<file path="config.mk">
export PLATFORM = sky130hd
export DESIGN_NAME = lane_spawner
export DESIGN_NICKNAME = d
export VERILOG_FILES = /design/src/rtl/frogger_pkg.sv /design/src/rtl/lane_spawner.sv
export SDC_FILE = /design/constraint.sdc
export NUM_CORES = 1
export LEC_CHECK = 0
export ABC_AREA = 1
export ABC_CLOCK_PERIOD_IN_PS = 1300
export CAP_MARGIN = 40
export CORE_AREA = 3 3 50 57
export CTS_CLUSTER_DIAMETER = 100
export DETAILED_ROUTE_END_ITERATION = 16
export DIE_AREA = 0 0 53 60
export PLACE_DENSITY = 0.71
export REMOVE_ABC_BUFFERS = 1
export SYNTH_ARGS = -nofsm -noshare
export SYNTH_HDL_FRONTEND = slang
export SYNTH_SLANG_ARGS = --single-unit
</file>
<file path="constraint.sdc">
create_clock -name clock -period 1.3 [get_ports clock]
set_clock_uncertainty 0.2 [all_clocks]
set_input_delay 0.26 -clock clock [delete_from_list [all_inputs] [get_ports clock]]
set_output_delay 0.26 -clock clock [all_outputs]
set_load 0.02 [all_outputs]
</file>
<file path="src/rtl/frogger_pkg.sv">
// Shared types and helpers for the Frogger lane logic.
package frogger_pkg;

  typedef enum logic {GAP = 1'b0, CAR = 1'b1} lane_state_t;

  localparam logic DIR_DOWN = 1'b0;
  localparam logic DIR_UP   = 1'b1;

  // Counter width able to hold max(car_len, min_gap) without wrapping.
  function automatic int unsigned cnt_width(input int unsigned car_len, input int unsigned min_gap);
    int unsigned top;
    top = (car_len > min_gap) ? car_len : min_gap;
    return (top < 1) ? 1 : $clog2(top + 1);
  endfunction

endpackage

</file>
<file path="src/rtl/lane_spawner.sv">
// One Frogger traffic lane: scrolling occupancy row fed by a gap/car-length spawn FSM.
module lane_spawner
  import frogger_pkg::*;
#(
  parameter int unsigned WIDTH        = 16,
  parameter int unsigned CAR_LEN      = 3,
  parameter int unsigned MIN_GAP      = 2,
  parameter logic [8:0]  SPAWN_THRESH = 9'd170,
  parameter logic        DIR          = DIR_DOWN
) (
  input  logic             clock,
  input  logic             reset,
  input  logic             tick,
  input  logic             freeze,
  input  logic [8:0]       random,
  output logic [WIDTH-1:0] row,
  output logic             spawn
);

  localparam int unsigned CNT_W = cnt_width(CAR_LEN, MIN_GAP);

  lane_state_t      state_q, state_d;
  logic [CNT_W-1:0] gap_cnt_q, gap_cnt_d;
  logic [CNT_W-1:0] car_cnt_q, car_cnt_d;
  logic [CNT_W-1:0] car_inc;
  logic [WIDTH-1:0] row_q, row_d;
  logic             spawn_q, spawn_d;
  logic             new_cell;

  // Next entering cell and FSM step; everything holds unless a tick is accepted.
  always_comb begin
    state_d   = state_q;
    gap_cnt_d = gap_cnt_q;
    car_cnt_d = car_cnt_q;
    row_d     = row_q;
    spawn_d   = 1'b0;
    new_cell  = 1'b0;
    car_inc   = car_cnt_q + CNT_W'(1);

    if (tick && !freeze) begin
      case (state_q)
        GAP: begin
          if (gap_cnt_q < CNT_W'(MIN_GAP)) begin
            gap_cnt_d = gap_cnt_q + CNT_W'(1);
          end else if (random < SPAWN_THRESH) begin
            new_cell  = 1'b1;
            spawn_d   = 1'b1;
            car_cnt_d = CNT_W'(1);
            if (CAR_LEN == 1) begin
              gap_cnt_d = '0;
            end else begin
              state_d = CAR;
            end
          end
        end
        CAR: begin
          new_cell  = 1'b1;
          car_cnt_d = car_inc;
          if (car_inc == CNT_W'(CAR_LEN)) begin
            state_d   = GAP;
            gap_cnt_d = '0;
          end
        end
        default: state_d = GAP;
      endcase

      if (DIR == DIR_DOWN) begin
        row_d = {new_cell, row_q[WIDTH-1:1]};
      end else begin
        row_d = {row_q[WIDTH-2:0], new_cell};
      end
    end
  end

  always_ff @(posedge clock or negedge reset) begin
    if (!reset) begin
      state_q   <= GAP;
      gap_cnt_q <= '0;
      car_cnt_q <= '0;
      row_q     <= '0;
      spawn_q   <= 1'b0;
    end else begin
      state_q   <= state_d;
      gap_cnt_q <= gap_cnt_d;
      car_cnt_q <= car_cnt_d;
      row_q     <= row_d;
      spawn_q   <= spawn_d;
    end
  end

  assign row   = row_q;
  assign spawn = spawn_q;

endmodule

</file>
==> results of run 1 <==
==> power by group through the flow <==
stage                     registers, W  clock network (W)  logic (W)
final                          0.00106           0.000534    0.00118
after global routing           0.00109           0.000579    0.00130
after CTS                      0.00103           0.000534   0.000988
after detailed placement       0.00101                  0   0.000895
after global placement        0.000998                  0   0.000869
after floorplan                0.00115                  0   0.000289
==> repair_timing <==
item | 4_1_cts | 5_1_grt
endpoints found under the setup margin | 22 | 30
pin swaps | 3 | 7
setup buffers | 4 | 9
gates resized for setup | 111 | 15
==> per-layer routing <==
| metal | part of all wire | GRT usage | vias to the layer above | wire (um) |
|---|---|---|---|---|
| li1 | - | - | 437 | - |
| met1 | 0.40 | 0.169 | 410 | 890 |
| met2 | 0.53 | 0.273 | 22 | 1190 |
| met3 | 0.052 | 0.0324 | 5 | 116 |
| met4 | 0.021 | 0.0584 | 0 | 46 |
| met5 | 0 | 0 | - | 0 |
==> state kept, by name, summed over array words and instances, names as in the netlist <==
register,cells
row,16
car_cnt_q,2
state_q,1
spawn,1
gap_cnt_q,2
==> layout make-up <==
class                      instances  share of cell area
tap                               30              0.0236
clock buffer                       3              0.0142
sequential                        22               0.347
timing repair buffer              54               0.325
inverter                          15              0.0386
clock inverter                     1              0.0189
multi-input combinational         65               0.232
==> layout by cell type (no fill, tap or decap) <==
master / count
o21ai_1: 15
nand2_2: 2
dfrtp_2: 1
nor2_8: 1
inv_2: 3
ha_4: 1
buf_12: 1
nor2_1: 3
a21oi_1: 1
buf_4: 24
nand2_1: 29
nor2_2: 1
dlygate4sd2_1: 1
nand3_1: 3
or2_0: 1
clkdlybuf4s50_1: 8
inv_1: 11
buf_6: 18
dlymetal6s2s_1: 2
nand2_4: 1
bufinv_16: 1
dfrtp_1: 21
inv_6: 1
a21oi_4: 1
clkbuf_4: 3
o211ai_1: 1
nor2_4: 3
a21oi_2: 1
or2_2: 1
==> logic make-up (layout without fill, tap and decap cells) <==
logic type / count (synthesis) / after routing
adder cells (fa/ha/maj): 1 / 1
AND/OR/NAND/NOR: 45 / 45
buffers and inverters: 17 / 73
AO/OA/AOI/OAI: 19 / 19
flip-flops: 22 / 22
==> stage by stage <==
step                worst slack, ns  power [W]
finish                      -0.0383    0.00278
global placement             -0.322    0.00187
CTS                         -0.0390    0.00255
detailed placement           -0.373    0.00190
floorplan                    0.0250    0.00143
global route                -0.0827    0.00297
==> how the worst max path moves through the flow <==
stage,from,slack [ns],end
finish,row[10],-0.04,row[10]
global route,row[10],-0.08,row[10]
CTS,row[10],-0.04,row[10]
detailed placement,freeze,-0.37,car_cnt_q[1]
global placement,freeze,-0.32,car_cnt_q[1]
floorplan,tick,0.03,car_cnt_q[1]
==> metrics.yaml, run 1 <==
outcome:
  outcome: "complete, but fails checks"
  violations: "setup timing"
power_and_ir_drop:
  swShare: 0.341
  vdd_drop_max_v: 0.00118
  p_sw_w: 0.000947
  p_leak_nw: 0.810
  seqPwrFrac: 0.383
  p_comb_frac: 0.425
  intPower_w: 0.00183
  power_density_nw_per_um2: 1750
  power.clock.fraction: 0.192
layout:
  layout.nets: 175
  diodes: 0
  multi_input_area_um2: 369
  n_fill_cell: 174
  fin_util: 0.699
  final_cell_area_um2: 1590
  regArea_um2: 552
  final_cells: 190
  area_delta_synth_final_pct: 72.1
  drive_above_1_share: 0.400
synthesis:
  synth_top_family_by_area: "simple AND/OR/NAND/NOR gates"
  yosysSeqAreaShare: 0.596
  yosysWarnings: 0
  syn-cell-area_um2: 923
  synth_area_leaders: "dfrtp_1 60%, nand2_1 13%, o21ai_1 8.1%"
  synth_cells: 104
  synth-async-reset-ratio: 1.00
  synthAdderAreaFrac: 0.0136
  syn_area_per_cell_um2: 8.88
  synth_cell_types: 15
  synth_compound_area_frac: 0.106
  yosys.area_share.simple: 0.210
  synth_common_cells: "32 x nand2_1, 22 x dfrtp_1, 15 x o21ai_1"
  muxShareOfSynthArea: 0
  synthXorXnorAreaFrac: 0
  yosysTopAreaCellShare: 0.596
  synth.most_common_cell: "nand2_1"
  synth_edf_count: 0
  synth_area_leader_cell: "dfrtp_1"
  synth-seq-cells: 22
  synthFlopType: "dfrtp_1"
detailed_routing:
  first_pass_iters: 4
  antenna_left: 0
  routedWlPerCell_um: 11.8
  first_iter_violations: 8
  routed_wl_mm: 2.24
  drc: 0
  routed_via_density: 4.60
  vias: 874
critical_path:
  cp-end-kind: "output pin"
  worstPathArrival_ns: 0.88
  ff2ff_path_depth: 5
  worst_ep_required_time_ns: 0.84
  worstSetupPathType: "reg2out"
  max_stage_delay_ns: 0.42
  regToRegStartpoint: "car_cnt_q[1]"
  rrSetupSlack_ns: -0.02
  path_cells: "buf_6"
  crit_slowest_cell: "dfrtp_1"
  path_buf_inv: 1
  start_kind: "flip-flop"
  reg2reg_to: "gap_cnt_q[0]"
  path_depth: 1
  path_max_fanout: 2
  critPathTopFamily: "flip-flops"
global_routing:
  grt_usage: 0.151
  antenna_found_initial: 0
  grt_max_degree: 23
  grt_first_pass_wirelength_mm: 3.51
  grt_pass1_vias: 825
  grt-ovfl-total: 0
job:
  drv_cap: 0
placed_design:
  placed_cells: 173
  placed_cell_area_um2: 1340
  gp_congestion: 0.752
  io_buffers: 28
  dp_hpwl_mm: 1.49
timing:
  worst_slack_ns: -0.0383
  setup_viol: 18
  period_share: 1.03
  holdWs_ns: 0.0741
  relSlewSlack: 0.877
  hold_viol: 0
  rsz0062_at_grt: "true"
  setup-tns-final_ns: -0.426
  fmax_mhz: 747
  drv_slew: 0
  fin_crit_ns: 1.34
  worstMarginPinSlew_ns: 0.185
floorplan:
  die_w_um: 53
  core_um2: 2270
  die_area_um2: 3180
  ios: 30
  start_util: 0.406
  rows: 18
  die_h_um: 60
clock_network:
  clock_sinks: 22
  clockRootBuffer: "clkbuf_4"
  htreeDepth: 1
  holdBufCountCts: 0
  cts_tree: "done"
  cts_buffers: 3
  clkLatencyLatePin_ns: 0.31
  path_clk_slew_ns: 0.13
  cts_buffer_depth: 2
worst_hold_path:
  holdCritPathClass: "in2async"
Note: power is estimated with default switching activity, not from simulation.
==> run 2, diff against run 1 <==
--- a/config.mk
+++ b/config.mk
@@ -7,7 +7,6 @@
 export LEC_CHECK = 0
 export ABC_AREA = 1
 export ABC_CLOCK_PERIOD_IN_PS = 1300
-export CAP_MARGIN = 40
 export CORE_AREA = 3 3 50 57
 export CTS_CLUSTER_DIAMETER = 100
 export DETAILED_ROUTE_END_ITERATION = 16
==> results of run 2 <==
No change in the layout: final DEF, timing and power equal those of run 1.
